==> config.mk <==
export PLATFORM = sky130hd
export DESIGN_NAME = mux_n_ne_1_regjistruar_flat
export DESIGN_NICKNAME = d
export VERILOG_FILES = /design/src/rtl/mux_n_ne_1_regjistruar_if.sv /design/src/rtl/mux_n_ne_1_regjistruar.sv /design/src/flat_wrapper.sv
export SDC_FILE = /design/constraint.sdc
export NUM_CORES = 1
export LEC_CHECK = 0
export CAP_MARGIN = 30
export CORE_UTILIZATION = 38
export CTS_CLUSTER_SIZE = 25
export DETAILED_ROUTE_END_ITERATION = 10
export GPL_TIMING_DRIVEN = 1
export PLACE_DENSITY = 0.79
export SLEW_MARGIN = 20
export SYNTH_ARGS = -nofsm -noshare
export SYNTH_HDL_FRONTEND = slang
export SYNTH_SLANG_ARGS = --single-unit
==> constraint.sdc <==
create_clock -name Clock -period 3.3 [get_ports Clock]
set_input_delay 0.66 -clock Clock [delete_from_list [all_inputs] [get_ports Clock]]
set_output_delay 0.66 -clock Clock [all_outputs]
set_load 0.03 [all_outputs]
==> src/rtl/mux_n_ne_1_regjistruar_if.sv <==
// mux_n_ne_1_regjistruar_if: producer/consumer bundle of the registered N-to-1 channel mux.
interface mux_n_ne_1_regjistruar_if #(
    parameter int WIDTH    = 24,
    parameter int CHANNELS = 4
);
    localparam int SEL_W = $clog2(CHANNELS);
    logic [CHANNELS*WIDTH-1:0] Hyrja;
    logic [CHANNELS-1:0]       HyrjaValid;
    logic [CHANNELS-1:0]       HyrjaReady;
    logic [SEL_W-1:0]          S;
    logic                      Mode;
    logic [WIDTH-1:0]          M;
    logic                      MValid;
    logic                      MReady;
    logic [SEL_W-1:0]          Zgjedhur;
    modport master (
        output Hyrja, HyrjaValid, S, Mode, MReady,
        input  HyrjaReady, M, MValid, Zgjedhur
    );
    modport slave (
        input  Hyrja, HyrjaValid, S, Mode, MReady,
        output HyrjaReady, M, MValid, Zgjedhur
    );
endinterface

==> src/rtl/mux_n_ne_1_regjistruar.sv <==
// mux_n_ne_1_regjistruar: registered N-to-1 channel mux, fixed select or round-robin grant,
// single-entry output register behind a valid/ready handshake.
module mux_n_ne_1_regjistruar #(
    parameter int WIDTH    = 24,
    parameter int CHANNELS = 4,
    parameter int SEL_W    = $clog2(CHANNELS)
) (
    input logic                     Clock,
    input logic                     Reset,
    mux_n_ne_1_regjistruar_if.slave bus
);
    logic [WIDTH-1:0] m_q, m_d;
    logic             mvalid_q, mvalid_d;
    logic [SEL_W-1:0] zgj_q, zgj_d, p_q, p_d, gnt;
    logic             gnt_ok, space, load;
    // Descending scan so the channel nearest the pointer wins the last assignment.
    always_comb begin
        gnt_ok = 1'b0;
        gnt    = bus.S;
        if (!bus.Mode)
            gnt_ok = int'(bus.S) < CHANNELS;
        else
            for (int i = CHANNELS - 1; i >= 0; i--)
                if (bus.HyrjaValid[(int'(p_q) + i) % CHANNELS]) begin
                    gnt_ok = 1'b1;
                    gnt    = SEL_W'((int'(p_q) + i) % CHANNELS);
                end
    end
    assign space = !mvalid_q || bus.MReady;
    assign load  = space && gnt_ok && bus.HyrjaValid[gnt];
    assign bus.HyrjaReady = (space && gnt_ok && !Reset) ? CHANNELS'(1) << gnt : '0;
    always_comb begin
        m_d      = load ? bus.Hyrja[int'(gnt)*WIDTH +: WIDTH] : m_q;
        zgj_d    = load ? gnt : zgj_q;
        mvalid_d = load || (mvalid_q && !bus.MReady);
        p_d      = (load && bus.Mode) ? (int'(gnt) == CHANNELS - 1 ? '0 : gnt + 1'b1) : p_q;
    end
    always_ff @(posedge Clock or posedge Reset)
        if (Reset) begin
            m_q      <= '0;
            mvalid_q <= 1'b0;
            zgj_q    <= '0;
            p_q      <= '0;
        end else begin
            m_q      <= m_d;
            mvalid_q <= mvalid_d;
            zgj_q    <= zgj_d;
            p_q      <= p_d;
        end
    assign bus.M        = m_q;
    assign bus.MValid   = mvalid_q;
    assign bus.Zgjedhur = zgj_q;
endmodule

==> src/flat_wrapper.sv <==
// flat-port wrapper written by rule: the top's interface ports become plain ports
module mux_n_ne_1_regjistruar_flat 
#(
    parameter int WIDTH    = 24,
    parameter int CHANNELS = 4,
    parameter int SEL_W    = $clog2(CHANNELS)
)
  (Clock, Reset, bus_Hyrja, bus_HyrjaValid, bus_S, bus_Mode, bus_MReady, bus_HyrjaReady, bus_M, bus_MValid, bus_Zgjedhur);
  mux_n_ne_1_regjistruar_if #(.WIDTH(WIDTH), .CHANNELS(CHANNELS)) bus_i ();
  input logic Clock;
  input logic Reset;
  input wire logic [$bits(bus_i.Hyrja)-1:0] bus_Hyrja;
  input wire logic [$bits(bus_i.HyrjaValid)-1:0] bus_HyrjaValid;
  input wire logic [$bits(bus_i.S)-1:0] bus_S;
  input wire logic [$bits(bus_i.Mode)-1:0] bus_Mode;
  input wire logic [$bits(bus_i.MReady)-1:0] bus_MReady;
  output wire logic [$bits(bus_i.HyrjaReady)-1:0] bus_HyrjaReady;
  output wire logic [$bits(bus_i.M)-1:0] bus_M;
  output wire logic [$bits(bus_i.MValid)-1:0] bus_MValid;
  output wire logic [$bits(bus_i.Zgjedhur)-1:0] bus_Zgjedhur;
  assign bus_i.Hyrja = bus_Hyrja;
  assign bus_i.HyrjaValid = bus_HyrjaValid;
  assign bus_i.S = bus_S;
  assign bus_i.Mode = bus_Mode;
  assign bus_i.MReady = bus_MReady;
  assign bus_HyrjaReady = bus_i.HyrjaReady;
  assign bus_M = bus_i.M;
  assign bus_MValid = bus_i.MValid;
  assign bus_Zgjedhur = bus_i.Zgjedhur;
  mux_n_ne_1_regjistruar #(.WIDTH(WIDTH), .CHANNELS(CHANNELS), .SEL_W(SEL_W)) u_core (.Clock(Clock), .Reset(Reset), .bus(bus_i));
endmodule
Word-level counts from Yosys, hierarchy flattened
Index checks and enable logic that the tools add are counted.
{"block": "word_totals", "wordCells": 58, "in_bits": 106, "ff_bits": 29}
{"block": "classes", "n_reduce_logical": 13, "n_eq_ne": 1, "bitwise_logic": 3, "n_shift": 2, "n_addsub": 4, "n_lt_le_gt_ge": 5, "n_mux": 25, "multipliers": 1}
{"cell": "96-bit by 32-bit indexed part select with 24-bit output", "count": 1}
{"cell": "1-bit two-way mux", "count": 13}
{"cell": "3-bit by 4-bit less-than comparator with 1-bit output (second input constant)", "count": 3}
{"cell": "2-bit two-way mux", "count": 6}
{"cell": "1-bit binary-select mux with 2-bit select", "count": 5}
{"cell": "2-bit by 3-bit less-than comparator with 1-bit output (second input constant)", "count": 2}
{"cell": "2-bit OR reduction", "count": 3}
{"cell": "1-bit logical AND", "count": 5}
{"cell": "2-bit by 1-bit adder with 2-bit output (second input constant)", "count": 2}
{"cell": "2-bit adder (second input constant)", "count": 2}
{"cell": "2-bit by 2-bit multiplier with 4-bit output (second input constant)", "count": 1}
{"cell": "4-bit two-way mux", "count": 1}
{"cell": "1-bit by 2-bit left shift with 4-bit output (first input constant)", "count": 1}
{"cell": "1-bit AND (first input constant)", "count": 3}
{"cell": "1-bit logical NOT", "count": 3}
{"cell": "2-bit by 1-bit equality test with 1-bit output (second input constant)", "count": 1}
{"cell": "1-bit logical OR", "count": 2}

Depth between registers and ports, before layout
{"block": "logic_depth", "ltp_word": 15, "depth_mapped": 11}

Worst setup path after synthesis
Ideal clock, no wire load.
{"block": "synth_timing", "path_type": "input-to-output", "start": "input port bus_HyrjaValid[0]", "end": "output port bus_HyrjaReady[2]", "path_buffers": 2, "setup_slack_ps": 181, "required_time_ps": 2640, "t_arrival_ps": 2459, "cell_stages": 10, "cell_sequence": "buf_2 > or2_1 > a211o_1 > and3_4 > o211ai_2 > nand2_2 > buf_6 > inv_1 > ha_1 > and3_1"}
{"block": "synth_between", "word_cells_on_any_way": 25, "classes_between": "shift: 1; mux: 22; reduce/logical: 2"}
{"element": "from (decl)", "line_no": "flat_wrapper.sv:13", "text": "input wire logic [$bits(bus_i.HyrjaValid)-1:0] bus_HyrjaValid;"}
{"element": "1-bit binary-select mux with 2-bit select", "line_no": "mux_n_ne_1_regjistruar.sv:24", "text": "if (bus.HyrjaValid[(int'(p_q) + i) % CHANNELS]) begin"}
{"element": "1-bit two-way mux (not written as such) (2 in series)", "line_no": "mux_n_ne_1_regjistruar.sv:24"}
{"element": "2-bit two-way mux (3 in series)", "line_no": "mux_n_ne_1_regjistruar.sv:24"}
{"element": "2-bit two-way mux (*)", "line_no": "mux_n_ne_1_regjistruar.sv:24"}
{"element": "2-bit two-way mux (*)", "line_no": "mux_n_ne_1_regjistruar.sv:20", "text": "if (!bus.Mode)"}
{"element": "named net u_core.gnt[0]", "line_no": "mux_n_ne_1_regjistruar.sv:14", "text": "logic [SEL_W-1:0] zgj_q, zgj_d, p_q, p_d, gnt;"}
{"element": "1-bit by 2-bit left shift with 4-bit output (*)", "line_no": "mux_n_ne_1_regjistruar.sv:31", "text": "assign bus.HyrjaReady = (space && gnt_ok && !Reset) ? CHANNELS'(1) << gnt : '0;"}
{"element": "4-bit two-way mux (*)", "line_no": "mux_n_ne_1_regjistruar.sv:31"}
{"element": "to (decl)", "line_no": "flat_wrapper.sv:17", "text": "output wire logic [$bits(bus_i.HyrjaReady)-1:0] bus_HyrjaReady;"}
Mark *: on every way through the listed nets, which the timed path passes. The rest lies on a longest branch. The select of a mux whose other input is x is not followed.

Worst setup path after layout
{"block": "layout_timing", "start": "input port bus_HyrjaValid[0]", "end": "output port bus_HyrjaReady[1]"}
{"block": "layout_between", "elab_chain_len": 11, "word_cells_on_any_way": 25, "classes_between": "shift: 1; mux: 22; reduce/logical: 2"}
{"element": "1-bit binary-select mux with 2-bit select", "line_no": "mux_n_ne_1_regjistruar.sv:24"}
{"element": "1-bit two-way mux (not written as such) (2 in series)", "line_no": "mux_n_ne_1_regjistruar.sv:24"}
{"element": "1-bit two-way mux (4 in series)", "line_no": "mux_n_ne_1_regjistruar.sv:24"}
{"element": "1-bit two-way mux", "line_no": "mux_n_ne_1_regjistruar.sv:20"}
{"element": "1-bit logical AND (2 in series)", "line_no": "mux_n_ne_1_regjistruar.sv:31"}
{"element": "4-bit two-way mux (*)", "line_no": "mux_n_ne_1_regjistruar.sv:31"}
Every way passes the cells marked *; elsewhere a longest branch is shown, timed or not. The select of a mux whose other input is x is not followed.

==> flow_metrics.env <==
export IMPL_routed_wl_um=7552
export IMPL_synth_edf_count=0
export IMPL_critPathLaunchType="input pin"
export IMPL_fin_crit_ps=3227
export IMPL_p_leak_uw=0.001762
export IMPL_place_congestion=0.8949
export IMPL_clock_skew_ps=4.076
export IMPL_critPathTopFamily="simple AND/OR/NAND/NOR gates"
export IMPL_synth_cells=234
export IMPL_tightest_slew_ps=542.0
export IMPL_drc=0
export IMPL_crit_chain="dlygate4sd2_1, or2_1, a211o_1, and3_4, o211ai_2, nand2_2, buf_12, ha_1, and3_1, buf_4"
export IMPL_core_area_um2=5886
export IMPL_maxCapViolations=0
export IMPL_worstPathRequired_ps=2640
export IMPL_diodes=0
export IMPL_slowest_delay_ps=300
export IMPL_dieWidth_um=80.03
export IMPL_drive_gt1_share_pct=16.28
export IMPL_async_flop_share_pct=100.0
export IMPL_layout_commonest_cell="clkdlybuf4s50_1"
export IMPL_drt_iter0_drc=139
export IMPL_status="completed"
export IMPL_root_buffer="clkbuf_8"
export IMPL_cp_num_buf_inv=3
export IMPL_placed_area_um2=3840
export IMPL_ys_types=43
export IMPL_std_cell_rows=28
export IMPL_synth_top_area_share_pct=31.37
export IMPL_grt_pass1_vias=2328
export IMPL_synth_warnings=0
export IMPL_synthTopCellsByArea="dfrtp_1 (31%), mux2i_1 (22%), o221ai_1 (9.1%)"
export IMPL_syn2layout_area_growth_pct=73.99
export IMPL_hold_violations=0
export IMPL_drt_first_pass_iters=6
export IMPL_cts_sinks=29
export IMPL_port_buffers=136
export IMPL_syn_area_per_cell_um2=9.887
export IMPL_final_core_util_pct=68.39
export IMPL_cpMaxStageDelayCell="a211o_1"
export IMPL_ys_seq_elements=29
export IMPL_grt_antenna_before_repair=0
export IMPL_power_uw=3029
export IMPL_timing_final_crit_share_pct=97.78
export IMPL_synth_nets=344
export IMPL_critPathMaxFanout=10
export IMPL_clock_latency_ps=290
export IMPL_grt_first_pass_wirelength_um=11380
export IMPL_cts_tree="yes"
export IMPL_via_per_inst=5.312
export IMPL_initial_utilization_pct=39.31
export IMPL_fmax_ghz=0.3099
export IMPL_ys_seq_area_share_pct=31.37
export IMPL_routedWlPerCell_um=16.35
export IMPL_grt_max_degree=50
export IMPL_relSlewSlack_pct=63.86
export IMPL_end_kind="output port"
export IMPL_peakVddDrop_mv=0.4474
export IMPL_final_cell_mix="clkdlybuf4s50_1 (128), mux2i_1 (52), buf_4 (30), nand3_1 (28), dfrtp_1 (28)"
export IMPL_clk_pin_slew_ps=70
export IMPL_hpwl_um=5731
export IMPL_arrival_ps=2570
export IMPL_fin_area_um2=4025
export IMPL_dieArea_um2=6404
export IMPL_critPathKind="input pin to output port"
export IMPL_hp_class="flop to flop"
export IMPL_ys_flop_type="dfrtp_1"
export IMPL_cts_hold_fix_buffers=0
export IMPL_gr_total_overflow=0
export IMPL_cts_max_level=2
export IMPL_syn_area_um2=2313
export IMPL_nets=496
export IMPL_setup_violations=0
export IMPL_grt_usage_pct=23.55
export IMPL_die_height_um=80.03
export IMPL_powerDensity_nw_per_um2=752.5
export IMPL_slew_violations=0
export IMPL_io_pins=137
export IMPL_clk_path_buf_depth=2
export IMPL_dr_total_vias=2454
export IMPL_synth_area_leader_cell="dfrtp_1"
export IMPL_route_antenna_remaining_nets=0
export IMPL_numCtsBuffers=5
## per-stage QoR
step,setup slack [ps],hold WS (ps),TNS [ps],cells
6_report,73.31,509.4,0,462
3_3_place_gp,-399.8,490.3,-2429,450
2_1_floorplan,181.1,649.8,0,234
5_1_grt,-4.388,543.4,-4.405,462
3_5_place_dp,-414.1,494.9,-3984,450
4_1_cts,58.20,513.6,0,460
## kinds of logic (layout without fill, tap and decap cells)
| logic type | Yosys count | count (layout) | synth area share (%) |
|---|---|---|---|
| compound gates | 51 | 51 | 18.17 |
| flops | 29 | 29 | 31.37 |
| simple gates | 65 | 65 | 15.63 |
| buf+inv | 30 | 183 | 8.059 |
| mux | 55 | 55 | 24.61 |
| fa+ha+maj | 4 | 4 | 2.163 |
## layout make-up
cell class,instances,area (um^2)
fillers,481,1861
repair buffers,169,1678
multi-input cells,175,1418
flip-flops and latches,29,726.9
well taps,75,93.84
clock buffers,5,68.82
inverters,6,22.52
clock inverters,3,17.52
## synthesized netlist by cell type (2+ instances only)
library cell	number
and3_1	4
ha_1	4
buf_2	8
clkbuf_1	7
buf_6	8
nand4_2	2
mux2i_1	52
inv_2	2
nand3_1	28
a211o_1	3
nand2b_1	5
nor2b_1	6
dfrtp_1	29
a21oi_1	3
and2_1	3
o21ai_0	5
inv_1	4
o221ai_1	24
nand2_1	6
o21ai_1	3
a32oi_1	2
nor2_1	5
## worst min-delay path, cell delays in order (launching register included)
cell and delay (ps):
dfrtp_1 340, nand3_1 70, o221ai_1 60
## registers in the layout (all words and copies together), names as in the netlist
signal and cells:
u_core.bus.MValid 1, u_core.bus.M 24, u_core.p_q 2, u_core.bus.Zgjedhur 2
## path summary, 6_finish.rpt
check	start	endpoint	slack, ps	cells after the start
worst max-delay path	bus_HyrjaValid[0]	bus_HyrjaReady[1]	70	10
worst min-delay path	u_core.bus.M[10]$_DFFE_PP0P_	u_core.bus.M[10]$_DFFE_PP0P_	510	2
worst max register to register	u_core.p_q[0]$_DFFE_PP0P_	u_core.bus.M[17]$_DFFE_PP0P_	550	10
worst min register to register	u_core.bus.M[10]$_DFFE_PP0P_	u_core.bus.M[10]$_DFFE_PP0P_	510	2
max in group asynchronous	Reset	u_core.p_q[0]$_DFFE_PP0P_	2120	3
min in group asynchronous	Reset	u_core.p_q[1]$_DFFE_PP0P_	570	2
## layer usage
metal  vias up  share of wire (%)  GRT usage [%]  wire length [um]
met4         0                2.3          9.107               172
met1      1161                 42          29.13              3148
li1       1201                  -              -                 -
met2        80                 51          40.51              3871
met5         -                  0              0                 0
met3        12                4.8          4.000               359
## power breakdown
group | leakage (uW) | switching [uW] | internal, uW | total (uW)
clock | 0.0000439 | 150 | 145 | 295
sequential | 0.000352 | 110 | 540 | 650
combinational | 0.00137 | 1080 | 1000 | 2080
total | 0.00176 | 1340 | 1690 | 3030
## timing repair
action                                  in CTS  in global routing
resized for setup                           15                  2
buffers inserted                             1                  2
cloned                                       1                  0
endpoints found under the setup margin       4                  3
pin swaps                                    4                  3
hold endpoints to repair                     0                  0
(Power assumes the default switching activity.)
